===== src/rtl/synchronous_fifo_mem_2p.sv =====
// fifo_mem_2p: DEPTH x DATA_WIDTH register array for the FIFO.
// One synchronous write port and one combinational read port. Contents are
// not reset; the FIFO pointers decide which entries hold valid data.
module fifo_mem_2p #(
    parameter int DEPTH      = 8,
    parameter int DATA_WIDTH = 8,
    localparam int AW        = $clog2(DEPTH)
) (
    input  logic                  clk,
    input  logic                  we,
    input  logic [AW-1:0]         waddr,
    input  logic [DATA_WIDTH-1:0] wdata,
    input  logic [AW-1:0]         raddr,
    output logic [DATA_WIDTH-1:0] rdata
);

    logic [DATA_WIDTH-1:0] mem_q [DEPTH];

    // Store the write word at the addressed entry on an accepted write.
    always_ff @(posedge clk) begin
        if (we) begin
            mem_q[waddr] <= wdata;
        end
    end

    assign rdata = mem_q[raddr];

endmodule


===== src/rtl/synchronous_fifo.sv =====
// synchronous_fifo: single-clock FIFO, DEPTH entries of DATA_WIDTH bits.
// Pointers carry one extra wrap bit so full and empty are told apart when
// the address bits match. Read data is registered (one cycle latency) and
// holds whenever no read is accepted. DEPTH must be a power of two, >= 2.
module synchronous_fifo #(
    parameter int DEPTH      = 8,
    parameter int DATA_WIDTH = 8
) (
    input  logic                  clk,
    input  logic                  rst_n,
    input  logic                  w_en,
    input  logic                  r_en,
    input  logic [DATA_WIDTH-1:0] data_in,
    output logic [DATA_WIDTH-1:0] data_out,
    output logic                  full,
    output logic                  empty
);

    localparam int PW = $clog2(DEPTH) + 1;
    localparam int AW = PW - 1;

    logic [PW-1:0]         wr_ptr_q, wr_ptr_d;
    logic [PW-1:0]         rd_ptr_q, rd_ptr_d;
    logic [DATA_WIDTH-1:0] data_out_q, data_out_d;
    logic [DATA_WIDTH-1:0] mem_rdata;
    logic                  wr_acc, rd_acc;

    // Flags come straight from the registered pointers.
    assign empty = (wr_ptr_q == rd_ptr_q);
    assign full  = (wr_ptr_q[AW-1:0] == rd_ptr_q[AW-1:0]) &&
                   (wr_ptr_q[AW] != rd_ptr_q[AW]);

    // Both accept tests use pre-edge flags: no fall-through when empty,
    // and a simultaneous request while full only reads.
    assign wr_acc = w_en && !full;
    assign rd_acc = r_en && !empty;

    fifo_mem_2p #(
        .DEPTH      (DEPTH),
        .DATA_WIDTH (DATA_WIDTH)
    ) u_mem (
        .clk   (clk),
        .we    (wr_acc),
        .waddr (wr_ptr_q[AW-1:0]),
        .wdata (data_in),
        .raddr (rd_ptr_q[AW-1:0]),
        .rdata (mem_rdata)
    );

    // Next-state: pointers advance modulo 2*DEPTH via natural PW-bit overflow.
    always_comb begin
        wr_ptr_d   = wr_ptr_q;
        rd_ptr_d   = rd_ptr_q;
        data_out_d = data_out_q;
        if (wr_acc) begin
            wr_ptr_d = wr_ptr_q + PW'(1);
        end
        if (rd_acc) begin
            rd_ptr_d   = rd_ptr_q + PW'(1);
            data_out_d = mem_rdata;
        end
    end

    // Pointer and read-data registers; reset discards stored data.
    always_ff @(posedge clk or negedge rst_n) begin
        if (!rst_n) begin
            wr_ptr_q   <= '0;
            rd_ptr_q   <= '0;
            data_out_q <= '0;
        end else begin
            wr_ptr_q   <= wr_ptr_d;
            rd_ptr_q   <= rd_ptr_d;
            data_out_q <= data_out_d;
        end
    end

    assign data_out = data_out_q;

endmodule


===== config.mk =====
export PLATFORM = sky130hd
export DESIGN_NAME = synchronous_fifo
export DESIGN_NICKNAME = d
export VERILOG_FILES = /design/src/rtl/synchronous_fifo_mem_2p.sv /design/src/rtl/synchronous_fifo.sv
export SDC_FILE = /design/constraint.sdc
export NUM_CORES = 1
export LEC_CHECK = 0
export ABC_AREA = 1
export BUFFER_PORTS_ARGS = -buffer_cell sky130_fd_sc_hd__clkbuf_2
export CORE_ASPECT_RATIO = 0.8
export CORE_MARGIN = 1
export CORE_UTILIZATION = 34
export CTS_CLUSTER_DIAMETER = 100
export DETAILED_ROUTE_END_ITERATION = 7
export PLACE_DENSITY_LB_ADDON = 0.05
export RECOVER_POWER = 100
export SYNTH_ARGS = -nofsm -noshare
export SYNTH_HDL_FRONTEND = slang
export SYNTH_HIERARCHICAL = 1
export SYNTH_SLANG_ARGS = --single-unit

===== constraint.sdc =====
create_clock -name clk -period 4.75 [get_ports clk]
set_input_delay 1.1875 -clock clk [delete_from_list [all_inputs] [get_ports clk]]
set_output_delay 1.1875 -clock clk [all_outputs]
set_load 0.02 [all_outputs]

==> results.cfg, run 1 <==
[min_path]
hp-class = reg -> reg

[routing]
via_count = 2503
avg_wl_per_cell_um = 15.6
routed_via_density = 4.47
routed_wl_um = 8730
ant_nets = 0
drt-pass1-iter-count = 4
number_of_design_rule_violations_left_by_the_first_detailed_router_iteration = 126
drcViolationCount = 0

[timing]
timing.clock.skew_ns = 0.00603
hold_viol_final = 0
setup-violations-final = 0
max_slew.worst_pin.slew_ns = 0.928
finalWorstSetupSlack_ns = 1.41
fmaxAchievable_ghz = 0.299
maxSlewViolCount = 0
period_minus_slack_ns = 3.34
rsz_0062_raised_after_global_routing = no
fin_setup_tns_ns = 0
period_share_pct = 70.4
relSlewSlack_pct = 38.1

[setup_path]
timing.critical_path.required_ns = 3.56
critPathArrivalTime_ns = 2.16
critical_path_class = reg -> out
crit_path_end_kind = output pin
crit_fanout = 22
critPathLaunchType = flip-flop

[logic_synthesis]
seq_total_area_yosys_pct = 62.1
yosys_register_bits = 80
ys.warnings.count = 6
syn_nets = 412
post_synth_instance_area_um2 = 3740
postSynthAreaPerCell_um2 = 9.40
post_synth_num_cell_types = 20
cells_after_synth = 398

[die]
initial_utilization_pct = 35.7
die_h_um = 95.8
core_area_um2 = 10500
floorplan.die_area_um2 = 11400
horizontal_die_dimension_um = 119
design.portCount = 22
std_cell_rows = 33

[grt]
grt_overflow = 0
antenna_found_initial = 0
grt_pass1_vias = 2521
global_route_usage_over_all_layers_pct = 17.1
grt_max_degree = 33
first_pass_grt_wire_length_um = 13800

[placed_design]
pre_cts_ws_ns = 1.98
numPlacedInstances = 544
i_o_buffers = 21
gp_congestion = 0.804
dpl-instance-area_um2 = 3890
place_hpwl_um = 6120

[power_and_ir_drop]
power_density_nw_per_um2 = 622
ir_drop_mv = 0.251
power.leakage_nw = 1.96

[clock_tree]
post_cts_resize_count = 0
clk_pin_slew_worst_paths_ns = 0.06
clock_sink_count = 80
hold_buffers = 0
clock_path_buffers = 2
worstSkewPairLatency_ns = 0.34
post_cts_buffers = 0
ctsHtreeMaxLevel = 3
numCtsBuffers = 9
tritoncts = built
root_buffer = clkbuf_16

[finish]
growth_of_design_area_from_synthesis_to_finish_pct = 11.0
most_frequent_standard_cell_in_the_layout_excluding_fill_and_tap_cells = nand2_1
post_route_cells_drive_above_1_share_pct = 5.71
final_cells = 560
n_antenna_cell = 0
nNetsFinal = 429
final_cell_area_um2 = 4160
mostFrequentLayoutCells = nand2_1, inv_1, edfxtp_1
postLayoutCoreUtil_pct = 39.6

[flow_run]
maxCapViolations = 0

[outcome]
outcome = complete, no violations
-- synth_stat cells, drive strengths merged --
| library cell | n | area [um2] |
|---|---|---|
| nand3 | 50 | 250 |
| nand4 | 1 | 12.5 |
| buf | 15 | 135 |
| clkbuf | 1 | 5.00 |
| and2 | 1 | 8.76 |
| xor2 | 5 | 43.8 |
| ha | 2 | 25.0 |
| nor2 | 9 | 36.3 |
| inv | 79 | 299 |
| xnor2 | 1 | 8.76 |
| nand2 | 154 | 596 |
| dfrtp | 16 | 400 |
| edfxtp | 64 | 1920 |
-- report_power, final --
part	internal (W)	total (W)	leakage, nW	switching (W)
combinational	0.000252	0.000825	1.03	0.000573
sequential	0.000906	0.00104	0.780	0.000132
clock	0.000455	0.000722	0.153	0.000267
total	0.00161	0.00259	1.96	0.000972
-- through the flow --
stage / power (W) / hold slack [ns]
final: 0.00259 / 0.468
after global routing: 0.00279 / 0.493
after CTS: 0.00266 / 0.475
after detailed placement: 0.00193 / 0.462
after global placement: 0.00193 / 0.455
after floorplan: 0.00173 / 0.462
-- logic make-up after synthesis --
| kind of cell | after synthesis | synth area share, % |
|---|---|---|
| buffers and inverters | 95 | 11.7 |
| adders and majority gates | 2 | 0.669 |
| xor gates and xnor gates | 6 | 1.40 |
| DFF | 80 | 62.1 |
| and+or+nand+nor | 215 | 24.1 |
-- sequential cells by signal, indices dropped and copies added (netlist names) --
name and count:
wr_ptr_q 4, data_out 8, rd_ptr_q 4, u_mem/mem_q 64
-- final timing paths --
path	from	slack [ns]	end	depth (start not counted)
max	rd_ptr_q[1]	1.41	empty	7
min	data_out[3]	0.47	data_out[3]	2
max reg2reg	rd_ptr_q[1]	2.06	u_mem/mem_q[7][5]	8
min reg2reg	data_out[3]	0.47	data_out[3]	2
max in group asynchronous	rst_n	3.22	wr_ptr_q[2]	1
min in group asynchronous	rst_n	0.96	data_out[4]	1
-- routing by layer --
layer / share of wire, % / track usage (%) / wire (um)
met5: 0 / 0 / 0
met4: 1.8 / 7.40 / 153
met3: 4.3 / 4.27 / 372
met2: 45 / 27.6 / 3960
met1: 49 / 22.1 / 4240
-- area by class of cell --
cell class                      count  area [um2]
Clock inverter                      7        86.3
Inverter                           79         299
Multi-Input combinational cell    223         958
Fill cell                        1093        6330
Sequential cell                    80        2320
Clock buffer                        9         225
Tap cell                          140         175
Timing Repair Buffer               22        88.8
-- worst max-delay path, cell delays in order, from the launching register on --
cell	delay [ns]
dfrtp_1	0.83
inv_1	0.09
nand2_1	0.09
nand2_1	0.06
and2_2	0.17
nand2_1	0.32
inv_1	0.08
clkbuf_1	0.18
Note: power is estimated with default switching activity, not from simulation.
==> run 2: changes to the inputs <==
- clock period: 4.75 -> 3 ns (I/O delays scaled with it)
==> results.cfg, run 2 (same netlist as run 1, synthesis figures left out) <==
[grt]
global_route_usage_over_all_layers_pct = 15.6
antenna_found_initial = 0
grt_overflow = 0
first_pass_grt_wire_length_um = 12900
grt_pass1_vias = 2368
grt_max_degree = 37

[clock_tree]
root_buffer = clkbuf_16
clock_sink_count = 80
tritoncts = built
post_cts_buffers = 0
numCtsBuffers = 9
clock_path_buffers = 2
hold_buffers = 0
worstSkewPairLatency_ns = 0.33
post_cts_resize_count = 0
ctsHtreeMaxLevel = 3
clk_pin_slew_worst_paths_ns = 0.06

[setup_path]
crit_fanout = 14
worst_path_largest_cell_delay_ns = 0.40
worst_r2r_startpoint = rd_ptr_q[0]
critPathArrivalTime_ns = 1.64
crit_path_end_kind = output pin
critPathLaunchType = flip-flop
critical_path_class = reg -> out
critPathSlowestCell = dfrtp_1
crit_path_start = rd_ptr_q[2]
timing.critical_path.required_ns = 2.25
timing.critical_path.cells = buf_4 -> xor2_1 -> nor2_2 -> nand2_4 -> inv_1 -> clkbuf_1

[placed_design]
i_o_buffers = 21
gp_congestion = 0.720
numPlacedInstances = 554
pre_cts_ws_ns = 0.835
place_hpwl_um = 5290

[timing]
fin_setup_tns_ns = 0
max_slew.worst_pin.slew_ns = 0.921
finalWorstSetupSlack_ns = 0.605
period_share_pct = 79.8
whs_ns = 0.465
relSlewSlack_pct = 38.6
period_minus_slack_ns = 2.39
fmaxAchievable_ghz = 0.418
setup-violations-final = 0
timing.clock.skew_ns = 0.00588
hold_viol_final = 0
maxSlewViolCount = 0
rsz_0062_raised_after_global_routing = no

[power_and_ir_drop]
power_density_nw_per_um2 = 973
ir_drop_mv = 0.337
power.leakage_nw = 1.99

[outcome]
outcome = complete, no violations

[finish]
final_cells = 570
filler_cell_count = 1084
postLayoutCoreUtil_pct = 40.0
mostFrequentLayoutCells = nand2_1, inv_1, edfxtp_1
post_route_cells_drive_above_1_share_pct = 5.81
most_frequent_standard_cell_in_the_layout_excluding_fill_and_tap_cells = nand2_1
registers.top_by_ff_count = u_mem/mem_q
n_antenna_cell = 0
seqCellArea_um2 = 2320
nNetsFinal = 439
largest_reg_flops = 64
multi_input_comb_area_um2 = 965
growth_of_design_area_from_synthesis_to_finish_pct = 12.0

[die]
die_h_um = 95.8
horizontal_die_dimension_um = 119
floorplan.die_area_um2 = 11400
design.portCount = 22
std_cell_rows = 33
initial_utilization_pct = 35.7
core_area_um2 = 10500

[routing]
avg_wl_per_cell_um = 13.9
number_of_design_rule_violations_left_by_the_first_detailed_router_iteration = 160
drcViolationCount = 0
drt-pass1-iter-count = 4
routed_wl_um = 7910
dr_wl_met3_um = 255
via_count = 2452
routed_via_density = 4.30
wl_met2_um = 3460
ant_nets = 0
detail_route.wirelength.met1_um = 4050
route.top_layer_used = met4

[min_path]
hp-class = reg -> reg
hold_start = data_out[6]

[flow_run]
maxCapViolations = 0
-- run 2: path summary, 6_finish.rpt --
check | depth (start not counted) | endpoint | slack (ns)
setup / recovery | 6 | empty | 0.61
max in group asynchronous | 1 | rd_ptr_q[1] | 1.91
hold / removal | 2 | data_out[6] | 0.47
min in group asynchronous | 1 | data_out[1] | 0.53
hold reg to reg | 2 | data_out[6] | 0.47
setup reg to reg | 9 | data_out[1] | 0.73
-- run 2: metrics by stage --
step	total power, W	area, um2
6_report	0.00408	4190
5_1_grt	0.00442	4190
4_1_cts	0.00422	4270
3_5_place_dp	0.00310	3970
3_3_place_gp	0.00312	3970
2_1_floorplan	0.00274	3740
-- run 2: final cells by class --
| cell class | count | share of cell area, % |
|---|---|---|
| flip-flops and latches | 80 | 55.4 |
| multi-input cells | 223 | 23.0 |
| inverters | 79 | 7.08 |
| clock buffers | 13 | 6.21 |
| well taps | 140 | 4.18 |
| repair buffers | 32 | 3.14 |
| clock inverters | 3 | 0.956 |
-- run 2: critical path: cells and delay by family, from the launching register on --
family / cells / cell delay [ns]
xor+xnor: 1 / 0.16
buf+inv: 3 / 0.49
flops: 1 / 0.40
simple gates: 2 / 0.26
-- run 2: per-layer routing --
metal	up-vias	GRT usage, %
met5	-	0
met3	10	4.15
li1	1282	-
met1	1131	21.0
met2	29	23.9
met4	0	6.46
-- run 2: report_power, final --
group | switching, W | internal [W]
Combinational | 0.000998 | 0.000422
Clock | 0.000409 | 0.000687
Sequential | 0.000124 | 0.00144
==> run 3: changes to the inputs <==
- clock period: 3 -> 2 ns (I/O delays scaled with it)
==> results.cfg, run 3 (same netlist as run 1, synthesis figures left out) <==
[finish]
growth_of_design_area_from_synthesis_to_finish_pct = 17.6
filler_cell_count = 1061
nNetsFinal = 449
n_antenna_cell = 0
most_frequent_standard_cell_in_the_layout_excluding_fill_and_tap_cells = nand2_1
mostFrequentLayoutCells = nand2_1, inv_1, edfxtp_1
multi_input_comb_area_um2 = 1000
post_route_cells_drive_above_1_share_pct = 13.9
postLayoutCoreUtil_pct = 42.0
registers.top_by_ff_count = u_mem/mem_q
seqCellArea_um2 = 2330
largest_reg_flops = 64
final_cells = 580
final_cell_area_um2 = 4400

[setup_path]
worst_r2r_endpoint = u_mem/mem_q[0][6]
crit_path_start = wr_ptr_q[2]
crit_path_end = empty
crit_path_end_kind = output pin
crit_fanout = 6
reg2reg_slack_ns = 0.23
ff2ff_path_depth = 9
worst_path_largest_cell_delay_ns = 0.46
critPathSlowestCell = dfrtp_2
critPathLaunchType = flip-flop
timing.critical_path.cells = xor2_1 -> nor2_2 -> nand2_4 -> inv_1 -> clkbuf_2
timing.critical_path.required_ns = 1.50
worst_r2r_startpoint = rd_ptr_q[1]
critPathArrivalTime_ns = 1.43
critical_path_class = reg -> out

[routing]
number_of_design_rule_violations_left_by_the_first_detailed_router_iteration = 146
routed_wl_um = 8380
via_count = 2541
drt-pass1-iter-count = 4
drcViolationCount = 0
ant_nets = 0
routed_via_density = 4.38
avg_wl_per_cell_um = 14.5

[flow_run]
maxCapViolations = 0

[placed_design]
place_hpwl_um = 5570
i_o_buffers = 21
numPlacedInstances = 559
dpl-instance-area_um2 = 4020
gp_congestion = 0.751

[die]
initial_utilization_pct = 35.7
design.portCount = 22
core_area_um2 = 10500
horizontal_die_dimension_um = 119
std_cell_rows = 33
floorplan.die_area_um2 = 11400
die_h_um = 95.8

[clock_tree]
root_buffer = clkbuf_16
clk_pin_slew_worst_paths_ns = 0.06
worstSkewPairLatency_ns = 0.33
numCtsBuffers = 9
tritoncts = built
clock_sink_count = 80
clock_path_buffers = 2
ctsHtreeMaxLevel = 3

[grt]
grt_max_degree = 37
grt_overflow = 0
first_pass_grt_wire_length_um = 13300
globalRouteMet3Util_pct = 4.80
grtUsageMet2_pct = 23.4
antenna_found_initial = 0
grt_util_met1_pct = 23.1
global_route.peak_usage_layer = met2
global_route_usage_over_all_layers_pct = 16.1
grt_pass1_vias = 2361

[timing]
hold_viol_final = 0
period_share_pct = 96.7
relSlewSlack_pct = 36.7
maxSlewViolCount = 0
max_slew.worst_pin.slew_ns = 0.949
setup-violations-final = 0
timing.clock.skew_ns = 0.00429
period_minus_slack_ns = 1.93
fmaxAchievable_ghz = 0.517
fin_setup_tns_ns = 0

[power_and_ir_drop]
p_seq_share_pct = 35.0
ir_drop_mv = 0.679
power.internal_w = 0.00422
power.net_switching_w = 0.00242
p_comb_share_pct = 37.0
switching_share_pct = 36.4
power_density_nw_per_um2 = 1510
total_power_w = 0.00663
power.leakage_nw = 2.13
clkPwrFrac_pct = 27.9

[outcome]
outcome = complete, no violations

[min_path]
hp-class = in -> async
run 3: cell count changes in the layout (fill, tap and decap cells not counted), sizes merged:
cell    previous run  this run
buf                2        21
clkbuf            43        31
bufinv             1         3
clkinv             2         3
run 3: per-stage QoR:
stage	setup WS [ns]	hold slack [ns]
2_1_floorplan	0.195	0.204
3_3_place_gp	0.232	0.454
3_5_place_dp	0.216	0.458
4_1_cts	0.00478	0.104
5_1_grt	-0.0102	0.366
6_report	0.0658	0.288
run 3: per-layer routing:
| metal | wire length, um | vias to the layer above |
|---|---|---|
| met4 | 89 | 0 |
| met2 | 3560 | 43 |
| met1 | 4440 | 1189 |
| li1 | - | 1300 |
| met5 | 0 | - |
| met3 | 296 | 9 |
run 3: power by group through the flow:
| stage | Combinational, W | Sequential [W] | Clock, W |
|---|---|---|---|
| 5_1_grt | 0.00280 | 0.00236 | 0.00196 |
| 3_3_place_gp | 0.00238 | 0.00236 | 0 |
| 4_1_cts | 0.00237 | 0.00234 | 0.00189 |
| 2_1_floorplan | 0.00169 | 0.00243 | 0 |
| 3_5_place_dp | 0.00235 | 0.00237 | 0 |
| 6_report | 0.00246 | 0.00232 | 0.00185 |
run 3: area by class of cell:
type,instances,share of cell area (%)
Clock inverter,6,2.45
Clock buffer,10,5.20
Sequential cell,80,52.9
Timing Repair Buffer,42,6.00
Inverter,79,6.80
Multi-Input combinational cell,223,22.7
Tap cell,140,3.98
run 3: what timing repair did:
item                                    in CTS  in global routing
hold endpoints to repair                     0                  0
hold buffers                                 0                  0
buffers inserted                             0                  5
endpoints found under the setup margin       0                  2
resized for setup                            0                  6
run 3: worst max-delay path, delay by kind of cell, from the launching register on:
| kind | cells | cell delay (ns) |
|---|---|---|
| DFF | 1 | 0.46 |
| xor gates and xnor gates | 1 | 0.19 |
| buffers and inverters | 2 | 0.22 |
| and+or+nand+nor | 2 | 0.23 |
run 3: worst min path at each step:
stage,start,endpoint,slack (ns),cells past startpoint
2_1_floorplan,rst_n,data_out[0],0.20,0
3_3_place_gp,data_out[5],data_out[5],0.45,2
3_5_place_dp,rst_n,data_out[6],0.46,1
4_1_cts,rst_n,data_out[6],0.10,1
5_1_grt,rst_n,data_out[6],0.37,1
6_report,rst_n,data_out[5],0.29,1
